## config.mk

```make
export PLATFORM = sky130hd
export DESIGN_NAME = fpu_muldiv_sequencer_flat
export DESIGN_NICKNAME = d
export VERILOG_FILES = /design/src/rtl/fpu_muldiv_sequencer_if.sv /design/src/rtl/fpu_muldiv_sequencer.sv /design/src/flat_wrapper.sv
export SDC_FILE = /design/constraint.sdc
export NUM_CORES = 1
export LEC_CHECK = 0
export ABC_CLOCK_PERIOD_IN_PS = 3300
export BUFFER_PORTS_ARGS = -buffer_cell sky130_fd_sc_hd__buf_2
export CAP_MARGIN = 0
export CORE_MARGIN = 4
export CORE_UTILIZATION = 52
export CTS_BUF_LIST = sky130_fd_sc_hd__clkbuf_8
export DETAILED_ROUTE_END_ITERATION = 6
export GPL_TIMING_DRIVEN = 0
export PLACE_DENSITY = 0.86
export SKIP_LAST_GASP = 1
export SLEW_MARGIN = 25
export SYNTH_ARGS = -nofsm -noshare
export SYNTH_HDL_FRONTEND = slang
export SYNTH_SLANG_ARGS = --single-unit
```

## constraint.sdc

```tcl
create_clock -name clk -period 3.3 [get_ports clk]
set_input_delay 0.99 -clock clk [delete_from_list [all_inputs] [get_ports clk]]
set_output_delay 0.99 -clock clk [all_outputs]
set_load 0.01 [all_outputs]
```

## src/rtl/fpu_muldiv_sequencer_if.sv

```systemverilog
// Handshake and core-side bundle for the FP multiply/divide issue/collect sequencer.
// The sequencer takes the slave view; the requester/core/consumer environment takes the master view.
interface fpu_muldiv_sequencer_if;
    logic        in_valid;
    logic        in_ready;
    logic [15:0] in_x;
    logic [15:0] in_y;
    logic        in_op;
    logic        core_start;
    logic [15:0] core_x;
    logic [15:0] core_y;
    logic        core_op;
    logic        core_done;
    logic [1:0]  core_ofuf;
    logic [15:0] core_result;
    logic        out_valid;
    logic        out_ready;
    logic [15:0] out_result;
    logic [1:0]  out_ofuf;
    logic        out_timeout;

    modport slave (
        input  in_valid, in_x, in_y, in_op, core_done, core_ofuf, core_result, out_ready,
        output in_ready, core_start, core_x, core_y, core_op, out_valid, out_result, out_ofuf,
        output out_timeout
    );

    modport master (
        output in_valid, in_x, in_y, in_op, core_done, core_ofuf, core_result, out_ready,
        input  in_ready, core_start, core_x, core_y, core_op, out_valid, out_result, out_ofuf,
        input  out_timeout
    );
endinterface

```

## src/rtl/fpu_muldiv_sequencer.sv

```systemverilog
// Issue/collect stage for the 16-bit FP multiply/divide core: loads one op, waits for done
// (or times out), converts OFUF into a final half-precision encoding and holds it until consumed.
module fpu_muldiv_sequencer #(
    parameter int TIMEOUT_CYCLES = 64,
    parameter int CNT_W          = 7
) (
    input  logic                         clk,
    input  logic                         reset,
    fpu_muldiv_sequencer_if.slave        bus
);

    typedef enum logic [1:0] {
        IDLE = 2'd0,
        LOAD = 2'd1,
        WAIT = 2'd2,
        HOLD = 2'd3
    } state_t;

    localparam logic [CNT_W-1:0] CNT_LIMIT = CNT_W'(TIMEOUT_CYCLES - 1);

    state_t           state_r;
    state_t           state_s;
    logic [CNT_W-1:0] cnt_r;
    logic             sign_r;
    logic [15:0]      core_x_r;
    logic [15:0]      core_y_r;
    logic             core_op_r;
    logic             out_valid_r;
    logic [15:0]      out_result_r;
    logic [1:0]       out_ofuf_r;
    logic             out_timeout_r;
    logic [17:0]      fmt_s;
    logic             limit_s;

    // Returns {ofuf, result}: overflow (and the unused 11 code) becomes signed inf, underflow signed zero.
    function automatic logic [17:0] format_result(input logic sign, input logic [1:0] ofuf,
                                                  input logic [15:0] res);
        logic [17:0] f;
        case (ofuf)
            2'b00:   f = {2'b00, res};
            2'b01:   f = {2'b01, sign, 15'h0000};
            2'b10:   f = {2'b10, sign, 5'h1F, 10'h000};
            2'b11:   f = {2'b10, sign, 5'h1F, 10'h000};
            default: f = {2'b10, sign, 5'h1F, 10'h000};
        endcase
        return f;
    endfunction

    assign fmt_s   = format_result(sign_r, bus.core_ofuf, bus.core_result);
    assign limit_s = (cnt_r == CNT_LIMIT);

    // Next-state decode; done is checked before the timeout limit so a late done still wins.
    always_comb begin
        state_s = state_r;
        case (state_r)
            IDLE: begin
                if (bus.in_valid) begin
                    state_s = LOAD;
                end else begin
                    state_s = IDLE;
                end
            end
            LOAD: state_s = WAIT;
            WAIT: begin
                if (bus.core_done || limit_s) begin
                    state_s = HOLD;
                end else begin
                    state_s = WAIT;
                end
            end
            HOLD: begin
                if (bus.out_ready) begin
                    state_s = IDLE;
                end else begin
                    state_s = HOLD;
                end
            end
            default: state_s = IDLE;
        endcase
    end

    // State, operand latches, wait counter and the held output word.
    always_ff @(posedge clk) begin
        if (reset) begin
            state_r       <= IDLE;
            cnt_r         <= {CNT_W{1'b0}};
            sign_r        <= 1'b0;
            core_x_r      <= 16'h0000;
            core_y_r      <= 16'h0000;
            core_op_r     <= 1'b0;
            out_valid_r   <= 1'b0;
            out_result_r  <= 16'h0000;
            out_ofuf_r    <= 2'b00;
            out_timeout_r <= 1'b0;
        end else begin
            state_r <= state_s;
            case (state_r)
                IDLE: begin
                    if (bus.in_valid) begin
                        core_x_r  <= bus.in_x;
                        core_y_r  <= bus.in_y;
                        core_op_r <= bus.in_op;
                        sign_r    <= bus.in_x[15] ^ bus.in_y[15];
                    end
                end
                LOAD: cnt_r <= {CNT_W{1'b0}};
                WAIT: begin
                    if (bus.core_done) begin
                        out_result_r  <= fmt_s[15:0];
                        out_ofuf_r    <= fmt_s[17:16];
                        out_timeout_r <= 1'b0;
                        out_valid_r   <= 1'b1;
                    end else if (limit_s) begin
                        out_result_r  <= 16'h7E00;
                        out_ofuf_r    <= 2'b11;
                        out_timeout_r <= 1'b1;
                        out_valid_r   <= 1'b1;
                    end else begin
                        cnt_r <= cnt_r + {{(CNT_W-1){1'b0}}, 1'b1};
                    end
                end
                HOLD: begin
                    if (bus.out_ready) begin
                        out_valid_r <= 1'b0;
                    end
                end
                default: out_valid_r <= 1'b0;
            endcase
        end
    end

    // Block reset doubles as a core reset so a dropped op cannot leak a stale done.
    assign bus.core_start  = reset | (state_r == LOAD);
    assign bus.in_ready    = (state_r == IDLE);
    assign bus.core_x      = core_x_r;
    assign bus.core_y      = core_y_r;
    assign bus.core_op     = core_op_r;
    assign bus.out_valid   = out_valid_r;
    assign bus.out_result  = out_result_r;
    assign bus.out_ofuf    = out_ofuf_r;
    assign bus.out_timeout = out_timeout_r;

endmodule

```

## src/flat_wrapper.sv

```systemverilog
// flat-port wrapper written by rule: the top's interface ports become plain ports
module fpu_muldiv_sequencer_flat 
#(
    parameter int TIMEOUT_CYCLES = 64,
    parameter int CNT_W          = 7
)
  (clk, reset, bus_in_valid, bus_in_x, bus_in_y, bus_in_op, bus_core_done, bus_core_ofuf, bus_core_result, bus_out_ready, bus_in_ready, bus_core_start, bus_core_x, bus_core_y, bus_core_op, bus_out_valid, bus_out_result, bus_out_ofuf, bus_out_timeout);
  fpu_muldiv_sequencer_if bus_i ();
  input  logic clk;
  input  logic reset;
  input wire logic [$bits(bus_i.in_valid)-1:0] bus_in_valid;
  input wire logic [$bits(bus_i.in_x)-1:0] bus_in_x;
  input wire logic [$bits(bus_i.in_y)-1:0] bus_in_y;
  input wire logic [$bits(bus_i.in_op)-1:0] bus_in_op;
  input wire logic [$bits(bus_i.core_done)-1:0] bus_core_done;
  input wire logic [$bits(bus_i.core_ofuf)-1:0] bus_core_ofuf;
  input wire logic [$bits(bus_i.core_result)-1:0] bus_core_result;
  input wire logic [$bits(bus_i.out_ready)-1:0] bus_out_ready;
  output wire logic [$bits(bus_i.in_ready)-1:0] bus_in_ready;
  output wire logic [$bits(bus_i.core_start)-1:0] bus_core_start;
  output wire logic [$bits(bus_i.core_x)-1:0] bus_core_x;
  output wire logic [$bits(bus_i.core_y)-1:0] bus_core_y;
  output wire logic [$bits(bus_i.core_op)-1:0] bus_core_op;
  output wire logic [$bits(bus_i.out_valid)-1:0] bus_out_valid;
  output wire logic [$bits(bus_i.out_result)-1:0] bus_out_result;
  output wire logic [$bits(bus_i.out_ofuf)-1:0] bus_out_ofuf;
  output wire logic [$bits(bus_i.out_timeout)-1:0] bus_out_timeout;
  assign bus_i.in_valid = bus_in_valid;
  assign bus_i.in_x = bus_in_x;
  assign bus_i.in_y = bus_in_y;
  assign bus_i.in_op = bus_in_op;
  assign bus_i.core_done = bus_core_done;
  assign bus_i.core_ofuf = bus_core_ofuf;
  assign bus_i.core_result = bus_core_result;
  assign bus_i.out_ready = bus_out_ready;
  assign bus_in_ready = bus_i.in_ready;
  assign bus_core_start = bus_i.core_start;
  assign bus_core_x = bus_i.core_x;
  assign bus_core_y = bus_i.core_y;
  assign bus_core_op = bus_i.core_op;
  assign bus_out_valid = bus_i.out_valid;
  assign bus_out_result = bus_i.out_result;
  assign bus_out_ofuf = bus_i.out_ofuf;
  assign bus_out_timeout = bus_i.out_timeout;
  fpu_muldiv_sequencer #(.TIMEOUT_CYCLES(TIMEOUT_CYCLES), .CNT_W(CNT_W)) u_core (.clk(clk), .reset(reset), .bus(bus_i));
endmodule
```

==> summary.txt <==
Run status
  – Status: complete, no violations

Synthesis
  – Top cells by count, synth: nand2_1 (72), dfxtp_1 (63), a21oi_1 (50)
  – Syn nets: 338
  – Number of synthesized flops with an enable pin: 0
  – Post-synth top flop: dfxtp_1
  – Register area share after synthesis: 52.2%
  – Area leader, netlist: dfxtp_1
  – Post-synthesis cell count: 281
  – Syn_area_per_cell: 8.60 sq um
  – Synth area leaders: dfxtp_1 (52%), nand2_1 (11%), a21oi_1 (10%)
  – Asr flop ratio synth: 0%
  – Top-area cell type share of the netlist area: 52.2%
  – Post-synth cell types: 38
  – Mapped Area: 2420 sq um
  – Cell with the most instances after synthesis: nand2_1
  – Yosys reg bits: 63
  – Yosys warns: 0

GRT
  – Grt total ovfl: 0
  – GRT Util Overall: 21.6%
  – Vias in the first global route: 2284
  – Largest net degree at the start of global routing: 12
  – Initial antenna violation count: 0
  – First-pass GRT wire length: 10.5 mm

STA
  – Worst-Margin Slew: 564 ps
  – Setup violations, final: 0
  – Final period util: 75.6%
  – RSZ-0062 raised after global routing: false
  – Highest clock rate: 401 MHz
  – Layout Skew: 5.87 ps
  – Post-route minimum period: 2490 ps
  – Fin. max-slew vios: 0
  – Final worst slack: 805 ps
  – Setup TNS: 0 ps
  – Slew margin rel.: 62.1%
  – Final Hold Fails: 0

Finish
  – N_diodes: 0
  – P&R area growth vs syn: 32.3%
  – Final-stage net count: 457
  – Post-layout util: 72.4%
  – Layout cells sized above 1: 33.6%

Placed design
  – Pre-CTS setup slack: 881 ps
  – Final RePlAce weighted congestion: 0.842
  – Port Buffers: 108
  – Detail Placement HPWL: 4.61 mm

Floorplan
  – Num ports: 111
  – Rows: 24
  – Core area: 4410 sq um
  – Die Wd: 76.2 microns
  – Initial core utilization: 54.8%
  – Die ar.: 5800 sq um
  – Die height: 76.2 microns

Clock network
  – Clock transition at path regs: 70 ps
  – Cts hold-fix bufs: 0
  – Worst skew pair latency: 330 ps
  – CTS tree: done
  – Clk buf depth: 2
  – Resize count post-CTS: 0
  – Setup bufs post-CTS: 0
  – Sink Count: 63
  – Htree depth: 3
  – Clk root buf: clkbuf_8
  – Num CTS Buffers: 9

Run
  – Max-cap violation count: 0

Worst setup path
  – WP data required: 2310 ps
  – Critical path class: reg2out
  – Worst EP arrival: 1500 ps
  – CP Capture Type: output pin
  – Crit path launch type: flop
  – Crit path max fanout: 10

Power
  – Worst VDD drop: 316 uV
  – Static leakage: 1.47 nW
  – Power per Cell Area: 514 nW/um^2

Drt
  – Routed vias/inst: 5.23
  – Remaining DRCs: 0
  – Routed via count: 2388
  – Per-cell routed wire length: 13.5 microns
  – Initial DRC count: 123
  – Routed Antenna Nets: 0
  – Total wire length: 6.16 mm
  – TritonRoute pass-1 iters: 4

Min path
  – Hold Path Class: reg2reg
## area by class of cell
class	count	area, sq um
Buffer	18	78.8
Clock buffer	10	138
Clock inverter	6	37.5
Fill cell	345	1220
Inverter	2	7.51
Multi-Input combinational cell	198	1070
Sequential cell	63	1260
Tap cell	52	65.1
Timing Repair Buffer	108	541
## report_power, final
group          internal, W  switching (W)  leakage (nW)
Sequential        0.000802      0.0000216         0.514
Combinational    0.0000998       0.000141         0.866
Clock             0.000288       0.000292        0.0895
## sequential cells by signal, indices dropped and copies added, names as in the netlist
| name | cells |
|---|---|
| u_core.state_r | 2 |
| u_core.bus.out_timeout | 1 |
| u_core.bus.core_y | 16 |
| u_core.bus.out_ofuf | 2 |
| u_core.sign_r | 1 |
| u_core.bus.out_result | 16 |
| u_core.bus.core_op | 1 |
| u_core.bus.out_valid | 1 |
| u_core.bus.core_x | 16 |
| u_core.cnt_r | 7 |
## per-layer routing
layer / part of all wire (%) / global-route usage [%] / vias up
met5: 0 / 0 / -
li1: - / - / 1203
met1: 42 / 26.7 / 1064
met4: 2.0 / 9.09 / 0
met3: 8.9 / 7.21 / 14
met2: 47 / 34.4 / 107
## critical path, cell delays in order, from the launching register on
cell and delay (ps):
dfxtp_1 390, clkbuf_1 360, nand2_1 170, nand2b_1 120
buf_2 140
## kinds of logic (layout without fill, tap and decap cells)
| logic type | count (synthesis) | after routing | share of synthesized area, % |
|---|---|---|---|
| flops | 63 | 63 | 52.2 |
| compound gates | 80 | 80 | 21.2 |
| fa+ha+maj | 1 | 1 | 0.518 |
| buf+inv | 20 | 144 | 3.57 |
| mux | 1 | 1 | 0.414 |
| xor+xnor | 1 | 1 | 0.362 |
| simple gates | 115 | 115 | 21.8 |
## cell usage in the layout (no fill, tap or decap), types with 3 or more instances in the layout
cell        n
a21oi_1    50
a22o_1      9
and2_1      3
buf_2     114
clkbuf_1    9
clkbuf_8   10
dfxtp_1    63
inv_1       3
nand2_1    72
nand2b_1    7
nand3b_1    3
nor2_1      9
nor3_1      9
o21a_1      5
## worst paths after layout
kind	from	to	slack [ps]	cells past startpoint
worst max-delay path	u_core.state_r[0]$_SDFF_PP0_	bus_core_start	810	4
worst min-delay path	u_core.bus.out_result[15]$_SDFFE_PP0P_	u_core.bus.out_result[15]$_SDFFE_PP0P_	450	1
worst max register to register	u_core.cnt_r[0]$_SDFFE_PP0P_	u_core.bus.out_result[1]$_SDFFE_PP0P_	1700	5
worst min register to register	u_core.bus.out_result[15]$_SDFFE_PP0P_	u_core.bus.out_result[15]$_SDFFE_PP0P_	450	1
## stage by stage
stage	power (W)	instance area, sq um	hold slack, ps	instances
2_1_floorplan	0.000977	2420	452	281
3_3_place_gp	0.00107	3020	430	441
3_5_place_dp	0.00108	3020	436	441
4_1_cts	0.00166	3200	451	457
5_1_grt	0.00173	3200	476	457
6_report	0.00165	3200	447	457
Note: power is estimated with default switching activity, not from simulation.
